$ cat src/rtl/sync_fifo_mem.sv
// Storage array for sync_fifo: synchronous write, asynchronous read.
// Contents are deliberately not reset so the array can map onto plain registers or distributed RAM.
module sync_fifo_mem #(
    parameter int DSIZE = 8,
    parameter int ASIZE = 4
) (
    input  logic             clk,
    input  logic             wclken,
    input  logic [ASIZE-1:0] waddr,
    input  logic [DSIZE-1:0] wdata,
    input  logic [ASIZE-1:0] raddr,
    output logic [DSIZE-1:0] rdata
);

    localparam int DEPTH = 2 ** ASIZE;

    logic [DSIZE-1:0] r_mem [DEPTH];

    always_ff @(posedge clk) begin
        if (wclken) begin
            r_mem[waddr] <= wdata;
        end
    end

    assign rdata = r_mem[raddr];

endmodule

$ cat src/rtl/sync_fifo.sv
// Single-clock FIFO with occupancy count, programmable almost-full/almost-empty flags,
// sticky overflow/underflow errors and a selectable first-word-fall-through read port.
module sync_fifo #(
    parameter int DSIZE = 8,
    parameter int ASIZE = 4,
    parameter int FWFT  = 0
) (
    input  logic             clk,
    input  logic             rst_n,
    input  logic [DSIZE-1:0] wdata,
    input  logic             winc,
    output logic             wfull,
    output logic [DSIZE-1:0] rdata,
    input  logic             rinc,
    output logic             rempty,
    output logic [ASIZE:0]   count,
    input  logic [ASIZE:0]   afull_thresh,
    input  logic [ASIZE:0]   aempty_thresh,
    output logic             almost_full,
    output logic             almost_empty,
    output logic             overflow,
    output logic             underflow,
    input  logic             clr_err
);

    localparam int             DEPTH      = 2 ** ASIZE;
    localparam logic [ASIZE:0] FULL_COUNT = (ASIZE + 1)'(DEPTH);
    localparam logic [ASIZE:0] COUNT_ONE  = (ASIZE + 1)'(1);
    localparam logic [ASIZE-1:0] PTR_ONE  = (ASIZE)'(1);

    logic [ASIZE-1:0] r_wptr;
    logic [ASIZE-1:0] r_rptr;
    logic [ASIZE:0]   r_count;
    logic             r_wfull;
    logic             r_rempty;
    logic             r_almostFull;
    logic             r_almostEmpty;
    logic             r_overflow;
    logic             r_underflow;

    logic             w_we;
    logic             w_re;
    logic [ASIZE:0]   w_countNext;
    logic [DSIZE-1:0] w_memRdata;

    // Accepts look only at the registered flags, so a same-cycle pop never frees room for a push.
    assign w_we = winc & ~r_wfull;
    assign w_re = rinc & ~r_rempty;

    always_comb begin
        w_countNext = r_count;
        if (w_we && !w_re) begin
            w_countNext = r_count + COUNT_ONE;
        end else if (!w_we && w_re) begin
            w_countNext = r_count - COUNT_ONE;
        end
    end

    always_ff @(posedge clk or negedge rst_n) begin
        if (!rst_n) begin
            r_wptr        <= '0;
            r_rptr        <= '0;
            r_count       <= '0;
            r_wfull       <= 1'b0;
            r_rempty      <= 1'b1;
            r_almostFull  <= 1'b0;
            r_almostEmpty <= 1'b1;
        end else begin
            if (w_we) begin
                r_wptr <= r_wptr + PTR_ONE;
            end
            if (w_re) begin
                r_rptr <= r_rptr + PTR_ONE;
            end
            r_count       <= w_countNext;
            r_wfull       <= (w_countNext == FULL_COUNT);
            r_rempty      <= (w_countNext == '0);
            r_almostFull  <= (w_countNext >= afull_thresh);
            r_almostEmpty <= (w_countNext <= aempty_thresh);
        end
    end

    // Error flags are sticky; a new error in the same cycle as clr_err keeps the flag set.
    always_ff @(posedge clk or negedge rst_n) begin
        if (!rst_n) begin
            r_overflow  <= 1'b0;
            r_underflow <= 1'b0;
        end else begin
            r_overflow  <= (winc & r_wfull)  | (r_overflow  & ~clr_err);
            r_underflow <= (rinc & r_rempty) | (r_underflow & ~clr_err);
        end
    end

    sync_fifo_mem #(
        .DSIZE (DSIZE),
        .ASIZE (ASIZE)
    ) u_mem (
        .clk    (clk),
        .wclken (w_we),
        .waddr  (r_wptr),
        .wdata  (wdata),
        .raddr  (r_rptr),
        .rdata  (w_memRdata)
    );

    generate
        if (FWFT != 0) begin : g_fwft
            assign rdata = w_memRdata;
        end else begin : g_std
            logic [DSIZE-1:0] r_rdata;

            always_ff @(posedge clk or negedge rst_n) begin
                if (!rst_n) begin
                    r_rdata <= '0;
                end else if (w_re) begin
                    r_rdata <= w_memRdata;
                end
            end

            assign rdata = r_rdata;
        end
    endgenerate

    assign count        = r_count;
    assign wfull        = r_wfull;
    assign rempty       = r_rempty;
    assign almost_full  = r_almostFull;
    assign almost_empty = r_almostEmpty;
    assign overflow     = r_overflow;
    assign underflow    = r_underflow;

endmodule

$ cat config.mk
export PLATFORM = sky130hd
export DESIGN_NAME = sync_fifo
export DESIGN_NICKNAME = d
export VERILOG_FILES = /design/src/rtl/sync_fifo_mem.sv /design/src/rtl/sync_fifo.sv
export SDC_FILE = /design/constraint.sdc
export NUM_CORES = 1
export LEC_CHECK = 0
export ABC_AREA = 1
export BUFFER_PORTS_ARGS = -buffer_cell sky130_fd_sc_hd__buf_2
export CAP_MARGIN = 20
export CELL_PAD_IN_SITES_DETAIL_PLACEMENT = 1
export CELL_PAD_IN_SITES_GLOBAL_PLACEMENT = 2
export CORE_MARGIN = 4
export CORE_UTILIZATION = 36
export CTS_CLUSTER_DIAMETER = 40
export DETAILED_ROUTE_END_ITERATION = 10
export PLACE_DENSITY_LB_ADDON = 0.3
export SLEW_MARGIN = 5
export SYNTH_ARGS = -nofsm -noshare
export SYNTH_HDL_FRONTEND = slang
export SYNTH_SLANG_ARGS = --single-unit
export TNS_END_PERCENT = 1
$ cat constraint.sdc
create_clock -name clk -period 1.86 [get_ports clk]
set_clock_uncertainty 0.1 [all_clocks]
set_input_delay 0.186 -clock clk [delete_from_list [all_inputs] [get_ports clk]]
set_output_delay 0.186 -clock clk [all_outputs]
set_load 0.02 [all_outputs]
Word level (Yosys, flattened, before mapping)
Memories as Yosys holds them, arrays and structs flattened. A register that Yosys moved wholly into a read port is not among the register bits.
Index checks and enable logic that the tools add are counted.

cells by class
  add/sub/neg operators = 4
  magnitude comparators = 2
  equal/unequal tests = 1
  muxes and demuxes = 4
  bitwise gates (word level) = 11
  reduce and logical (&&, ||, !) cells = 6

operators with widths
  cell                                                                 number
  5-bit 2-to-1 mux                                                     2
  4-bit by 1-bit adder with 4-bit output (second input constant)       2
  1-bit bitwise AND                                                    6
  5-bit by 1-bit adder with 5-bit output (second input constant)       1
  5-bit == test (second input constant)                                1
  5-bit >= comparator                                                  1
  5-bit less-or-equal comparator                                       1
  5-bit zero test                                                      1
  5-bit by 1-bit subtractor with 5-bit output (second input constant)  1
  1-bit zero test                                                      3
  1-bit inverter                                                       3
  1-bit logical AND                                                    2
  1-bit 2-to-1 mux                                                     2
  1-bit bitwise OR                                                     2

word-level totals
  register bits = 19
  RAM bits = 128
  input bits = 23
  output and inout port bits = 19
  word-level logic and storage cells = 38
  memories kept = 1

memories
  name         words  bits a word  read ports  clocked after Yosys merged registers in  write ports  line                 RTL
  u_mem.r_mem  16     8            1           1                                        1            sync_fifo_mem.sv:17  logic [DSIZE-1:0] r_mem [DEPTH];

Depth between registers and ports, before layout
Gate-level depths: netlist (run 1).

  depth in word-level cells = 7
  gate-level depth with buffers = 12
  depth with buffers taken out = 12

Modules after synthesis
From an unflattened synthesis (run 1), not the netlist that was laid out.

second synthesis, totals
  cells, all modules = 720
  area total of the unflattened synthesis = 7,109.3 um2

by module, submodules not included
  module         times used  cells each  area an instance (um2)  seq. area each (um2)
  sync_fifo_mem  1           543         5,606.6                 3,843.7
  sync_fifo      1           177         1,502.7                 678.2

Worst setup path after synthesis (run 1)
Ideal clock, no wire load.

  kind = register to register
  from = register r_count[0], in the netlist count[0]
  to = register r_almostFull, in the netlist almost_full
  setup time = 146 ps
  data arrival time = 1,901 ps
  required time = 1,614 ps
  setup slack = -286 ps
  cell stages (with the launch flop) = 12
  path buffers = 0
  clock period less this slack = 2,146 ps
  path through = dfrtp_1 > inv_1 > ha_1 > nand3_1 > nand2_1 > nand2_1 > nand2_1 > a21oi_1 > ha_1 > a21oi_1 > o21a_1 > o311ai_0

on the way
  cells in the longest elaborated chain, start to end = 4
  elaborated cells on any way between the ends = 5
  classes of those cells = add/sub: 2; order compare: 1; mux: 2

RTL lines
  item                                         line             RTL
  start, declared                              sync_fifo.sv:33  logic [ASIZE:0] r_count;
  start signal, assigned                       sync_fifo.sv:75  r_count <= w_countNext;
  5-bit by 1-bit subtractor with 5-bit output  sync_fifo.sv:55  w_countNext = r_count - COUNT_ONE;
  5-bit 2-to-1 mux                             sync_fifo.sv:54  end else if (!w_we && w_re) begin
  5-bit 2-to-1 mux *                           sync_fifo.sv:52  if (w_we && !w_re) begin
  named net w_countNext[4]                     sync_fifo.sv:43  logic [ASIZE:0] w_countNext;
  5-bit >= comparator *                        sync_fifo.sv:78  r_almostFull <= (w_countNext >= afull_thresh);
  end signal, assigned                         sync_fifo.sv:78
  end, declared                                sync_fifo.sv:36  logic r_almostFull;

The timed path passes the listed nets; every way through them passes the cells marked *.
A chain may end at the register's enable or synchronous reset.

Final worst setup path (run 1)
  from = register r_rempty, in the netlist rempty
  to = register r_almostFull, in the netlist almost_full

on the way
  cells in the longest elaborated chain, start to end = 6
  elaborated cells on any way between the ends = 8
  classes of those cells = order compare: 1; mux: 2; bitwise: 2; reduce/logical: 3

RTL lines
  item                                                   line                              RTL
  start, declared                                        sync_fifo.sv:35                   logic r_rempty;
  start signal, assigned                                 sync_fifo.sv:77                   r_rempty <= (w_countNext == '0);
  1-bit inverter *                                       sync_fifo.sv:48                   assign w_re = rinc & ~r_rempty;
  1-bit bitwise AND *                                    sync_fifo.sv:48
  1-bit logical AND or 1-bit zero test (tied branches)   sync_fifo.sv:54, sync_fifo.sv:52
  5-bit 2-to-1 mux or 1-bit logical AND (tied branches)  sync_fifo.sv:54, sync_fifo.sv:52
  5-bit 2-to-1 mux *                                     sync_fifo.sv:52
  named net w_countNext[2]                               sync_fifo.sv:43
  5-bit >= comparator *                                  sync_fifo.sv:78

Marks and branches as above.

==> qor.yml, run 1 <==
status: "finished with violations"
violations: "setup timing"
synth_top_area_cell: "edfxtp_1"
n_fill_cell: 2061
clk_pin_slew_worst_paths_ns: 0.06
hold_class: "in -> reg"
track_usage: 0.171
setup_viol_count_final: 2
port_buffers: 41
synth.cell_area_sq_um: 6810
arrival_ns: 2.20
yosysUniqueCellTypes: 27
grt_pass1_wl_um: 28100
htree_levels: 4
wire_per_inst_um: 17.8
period_share: 1.08
relSlewSlack: 0.581
crit_type: "reg -> reg"
die_width_um: 146
clock-sinks: 155
num_vias: 4758
synth_nets: 672
yosys.cell_count.top_type: "nand2_1"
critPathLaunchType: "register"
routabilityCongestion: 0.816
nets: 758
max-vdd-ir-drop_uv: 647
synth.top_cell.area_share: 0.565
final_cells: 965
die_h_um: 146
maxSlewViolCount: 0
root_buffer: "clkbuf_16"
synth_commonest_cells: "nand2_1, edfxtp_1, nand3_1"
antenna-diode-count: 0
dr.pass1.iters: 4
fmax_mhz: 496
worstSetupEndpointType: "register"
p_leak_nw: 3.39
synthArstFlopShare: 0.174
synth_seq_cells: 155
rsz0062_at_grt: "yes"
setup_tns_ns: -0.255
grt_overflow_total: 0
grt_pass1_vias: 5222
clk_latency_ns: 0.42
synthTopCellsByArea: "edfxtp_1, nand2_1, dfrtp_1"
synth-edff-count: 128
syn_avg_cell_area_sq_um: 10.8
max_cap_viol_count: 0
routed_wl_um: 17200
synth_cells: 632
finalHoldViolCount: 0
grt_max_degree: 67
required_ns: 2.04
drive_above_1_share: 0.215
antenna_left: 0
core-area_sq_um: 18600
synth_top_flop_cell: "edfxtp_1"
pre_cts_ws_ns: -0.226
die_area_sq_um: 21200
drc_errors: 0
initial_core_util: 0.365
cts_max_path_buffers: 2
period_minus_slack_ns: 2.02
cts_inserted_buffers: 17
cts_tree: "done"
detailed_place_hpwl_um: 11600
via_per_inst: 4.93
path_max_fanout: 7
tightest_slew_ns: 0.628
row_count: 50
synth_warnings: 0
ios: 42
dpl.cell_count: 925
fin_ws_ns: -0.156
powerDensity_nw_per_um2: 1590
drtIter0Drc: 309
area_delta_synth_final_pct: 20.5
yosysSeqAreaShare: 0.664
antenna_found_initial: 0
-- placed cells by master, fill, tap and decap left out, drive strengths merged --
cell type,n
clkinv,8
o22ai,3
inv,36
nand2,239
edfxtp,128
dfrtp,25
dfstp,2
nand4,4
xor2,6
a21oi,5
a21o,1
nand3,108
clkinvlp,3
nand3b,1
o21bai,1
clkbuf,19
buf,92
nor2,26
o21ai,2
o21a,1
dlygate4sd3,3
o311ai,1
ha,17
-- per-layer routing --
metal | routed length [um] | GRT usage | vias to the layer above
met1 | 7520 | 0.215 | 2365
met3 | 488 | 0.0327 | 18
met2 | 8880 | 0.300 | 68
met5 | 0 | 0 | -
met4 | 289 | 0.0503 | 0
li1 | - | - | 2307
-- registers in the layout, summed over array words and instances, names as in the netlist, 4 cells and up --
signal	flops
u_mem.r_mem	128
rdata	8
count	5
r_rptr	4
r_wptr	4
-- worst max-delay path, stage by stage, from the launching register on --
cell and delay [ns]:
dfstp_2 0.55, inv_2 0.05, nand2_4 0.11, nor2_4 0.07, nand2_2 0.08, nand2_1 0.05
nand2_1 0.06, nand2_2 0.07, inv_2 0.10, ha_4 0.22, a21oi_2 0.15, o21a_1 0.17
o311ai_2 0.10
-- cell families after synthesis --
group	synth area share
buffers and inverters	0.0504
AND/OR/NAND/NOR	0.234
AO/OA/AOI/OAI	0.0125
XOR/XNOR	0.00772
adder cells (fa/ha/maj)	0.0312
flip-flops	0.664
-- report_power, final --
| group | switching, mW | leakage, nW | internal [mW] |
|---|---|---|---|
| Clock | 1.40 | 0.246 | 1.71 |
| Sequential | 0.256 | 1.48 | 4.32 |
| Combinational | 3.45 | 1.67 | 1.87 |
-- what timing repair did --
action | CTS | global route
hold endpoints to repair | 27 | 0
pin swaps | 7 | 5
hold buffers | 3 | 0
setup buffers | 3 | 2
setup endpoints to repair | 2 | 5
resized for setup | 15 | 11
-- final timing paths --
kind,start,endpoint,slack (ns),cells past startpoint
setup reg to reg,rempty,almost_full,-0.16,12
max in group asynchronous,rst_n,count[1],0.98,2
min in group asynchronous,rst_n,rdata[7],0.23,2
setup / recovery,rempty,almost_full,-0.16,12
hold reg to reg,rdata[7],rdata[7],0.38,2
hold / removal,rinc,underflow,0.05,3
-- final cells by class --
class / count / area [sq um] / share of cell area
Clock buffer: 19 / 433 / 0.0528
Clock inverter: 13 / 92.6 / 0.0113
Inverter: 34 / 128 / 0.0156
Multi-Input combinational cell: 415 / 2080 / 0.254
Sequential cell: 155 / 4530 / 0.552
Tap cell: 234 / 293 / 0.0357
Timing Repair Buffer: 95 / 651 / 0.0793
-- stage by stage --
stage                util  power [mW]  instance area (sq um)  hold WS [ns]
finish              0.440        13.0                   8200        0.0480
global route        0.440        14.0                   8200        0.0442
CTS                 0.437        13.1                   8150        0.0174
detailed placement  0.402        9.75                   7490         0.149
global placement    0.402        9.54                   7490         0.140
floorplan               -        7.92                   6840        -0.210
Note: power is estimated with default switching activity, not from simulation.
==> run 2, diff against run 1 <==
--- a/config.mk
+++ b/config.mk
@@ -6,13 +6,16 @@
 export NUM_CORES = 1
 export LEC_CHECK = 0
 export ABC_AREA = 1
+export ABC_CLOCK_PERIOD_IN_PS = 1860
 export BUFFER_PORTS_ARGS = -buffer_cell sky130_fd_sc_hd__buf_2
 export CAP_MARGIN = 20
 export CELL_PAD_IN_SITES_DETAIL_PLACEMENT = 1
 export CELL_PAD_IN_SITES_GLOBAL_PLACEMENT = 2
+export CORE_ASPECT_RATIO = 0.9
 export CORE_MARGIN = 4
 export CORE_UTILIZATION = 36
 export CTS_CLUSTER_DIAMETER = 40
+export CTS_CLUSTER_SIZE = 16
 export DETAILED_ROUTE_END_ITERATION = 10
 export PLACE_DENSITY_LB_ADDON = 0.3
 export SLEW_MARGIN = 5
==> run 2 against run 1 <==
Maximum frequency is 1.2% higher; highest routed layer unchanged; combinational power is 2% higher; the flow still finishes with violations (setup timing); total power is 3.6% higher; register-to-register slack better by 0.02 ns; largest power group unchanged.
==> qor.yml, run 2 (synthesis gave the netlist of run 1 again) <==
nets: 770  # was 758
critical_path_buf_inv_count: 2  # unchanged
initial_core_util: 0.369  # was 0.365
cts_tree: "done"  # unchanged
final_cell_mix: "nand2_1, edfxtp_1, nand3_1"  # unchanged
detailed_place_hpwl_um: 12100  # was 11600 um
wl_met1_um: 7780  # was 7520 um
drc_errors: 0  # unchanged
final_cell_area_sq_um: 8440  # was 8200 sq um
met3_length_um: 576  # was 488 um
relSlewSlack: 0.555  # was 0.581
worstSetupEndpointType: "register"  # unchanged
placed_area_sq_um: 7550  # was 7490 sq um
port_buffers: 41  # unchanged
core-area_sq_um: 18500  # was 18600 sq um
mostFrequentLayoutCell: "nand2_1"  # unchanged
wire_per_inst_um: 18.1  # was 17.8 um
registers.top_by_ff_count: "u_mem.r_mem"  # unchanged
largest_register_ffs: 128  # unchanged
die_width_um: 153  # was 146 um
max_stage_delay_ns: 0.44  # was 0.55 ns
period_minus_slack_ns: 1.99  # was 2.02 ns
setup_viol_count_final: 3  # was 2
path_max_fanout: 4  # was 7
hold_class: "in -> reg"  # unchanged
routabilityCongestion: 0.806  # was 0.816
required_ns: 2.10  # was 2.04 ns
crit_type: "reg -> reg"  # unchanged
powerDensity_nw_per_um2: 1600  # was 1590 nW/um^2
die_area_sq_um: 21200  # about the same
antenna_left: 0  # unchanged
routed_wl_um: 17900  # was 17200 um
clock-sinks: 155  # unchanged
max_cap_viol_count: 0  # unchanged
track_usage: 0.176  # was 0.171
antenna-diode-count: 0  # unchanged
violations: "setup timing"  # unchanged
drtIter0Drc: 290  # was 309
critPathSlowestCell: "dfrtp_2"  # was dfstp_2
antenna_found_initial: 0  # unchanged
area_delta_synth_final_pct: 24.0  # was 20.5%
crit_family: "compound AO/OA/AOI/OAI gates"  # was flip-flops
maxSlewViolCount: 0  # unchanged
htree_levels: 4  # unchanged
period_share: 1.07  # was 1.08
crit_top_cell: "nand2_1"
clk_latency_ns: 0.41  # was 0.42 ns
top_layer: "met4"  # unchanged
rsz0062_at_grt: "yes"  # unchanged
wl_met2_um: 9200  # was 8880 um
critPathLaunchType: "register"  # unchanged
root_buffer: "clkbuf_16"  # unchanged
grt_pass1_vias: 5209  # was 5222
finalHoldViolCount: 0  # unchanged
tightest_slew_ns: 0.667  # was 0.628 ns
fin_ws_ns: -0.132  # was -0.156 ns
cts_max_path_buffers: 2  # unchanged
grt_overflow_total: 0  # unchanged
dr.pass1.iters: 4  # unchanged
setup_tns_ns: -0.296  # was -0.255 ns
fmax_mhz: 502  # was 496 MHz
ios: 42  # unchanged
drive_above_1_share: 0.240  # was 0.215
arrival_ns: 2.23  # was 2.20 ns
p_leak_nw: 3.51  # was 3.39 nW
cts_inserted_buffers: 17  # unchanged
grt_pass1_wl_um: 28800  # was 28100 um
via_per_inst: 4.93  # about the same
max-vdd-ir-drop_uv: 626  # was 647 uV
status: "finished with violations"  # unchanged
clk_pin_slew_worst_paths_ns: 0.06  # about the same
path_cells: "inv_2 -> ha_4 -> nand2_2 -> nand2_1 -> nand2_1 -> nand2_1 -> nand2_2 -> a21oi_4 -> buf_6 -> ha_4 -> a21o_1 -> o22ai_1"  # was inv_2 -> nand2_4 -> nor2_4 -> nand2_2 -> nand2_1 -> nand2_1 -> nand2_2 -> inv_2 -> ha_4 -> a21oi_2 -> o21a_1 -> o311ai_2
grt_max_degree: 52  # was 67
n_fill_cell: 2066  # was 2061
num_vias: 4875  # was 4758
row_count: 47  # was 50
die_h_um: 138  # was 146 um
-- run 2: timing repair --
item	in CTS	in global routing
hold buffers	3	0
resized for setup	29	5
setup buffers	13	0
pin swaps	18	6
hold endpoints to repair	27	0
setup endpoints to repair	2	11
-- run 2: where the power goes --
part           total [mW]  internal (mW)  switching [mW]
Sequential           4.59           4.32           0.269
Clock                3.46           2.14            1.32
Combinational        5.43           1.96            3.47
Total                13.5           8.42            5.06
-- run 2: path summary, 6_finish.rpt --
kind	depth (start not counted)	slack [ns]	from	to
worst min-delay path	3	0.04	afull_thresh[0]	almost_full
worst max-delay path	12	-0.13	count[0]	almost_empty
worst max register to register	12	-0.13	count[0]	almost_empty
worst min register to register	2	0.37	rdata[1]	rdata[1]
max in group asynchronous	2	0.95	rst_n	count[0]
min in group asynchronous	2	0.24	rst_n	rdata[4]
-- run 2: through the flow --
step	util	hold WS (ns)	power, mW	instances	setup slack (ns)
global placement	0.409	0.153	9.55	940	-0.0885
floorplan	-	-0.210	7.92	632	-0.106
finish	0.457	0.0427	13.5	988	-0.132
CTS	0.456	0.0183	13.6	988	-0.103
global route	0.457	0.0539	14.5	988	-0.238
detailed placement	0.409	0.165	9.75	940	-0.224
-- run 2: final cells by class --
class,instances,area [sq um],share of cell area
clock inverters,9,109,0.0129
repair buffers,107,762,0.0902
multi-input cells,415,2120,0.251
clock buffers,23,490,0.0581
well taps,245,307,0.0363
inverters,34,130,0.0154
flip-flops and latches,155,4530,0.536
-- run 2: per-layer routing --
| metal | vias to the layer above | GRT usage |
|---|---|---|
| li1 | 2332 | - |
| met3 | 20 | 0.0331 |
| met4 | 0 | 0.0600 |
| met5 | - | 0 |
| met2 | 74 | 0.303 |
| met1 | 2449 | 0.224 |
-- run 2: worst reg2reg max path, stage by stage, from the launching register on --
cell	delay, ns
dfrtp_2	0.44
inv_2	0.09
ha_4	0.14
nand2_2	0.05
nand2_1	0.07
nand2_1	0.06
nand2_1	0.07
nand2_2	0.08
a21oi_4	0.19
buf_6	0.13
ha_4	0.19
a21o_1	0.17
o22ai_1	0.14
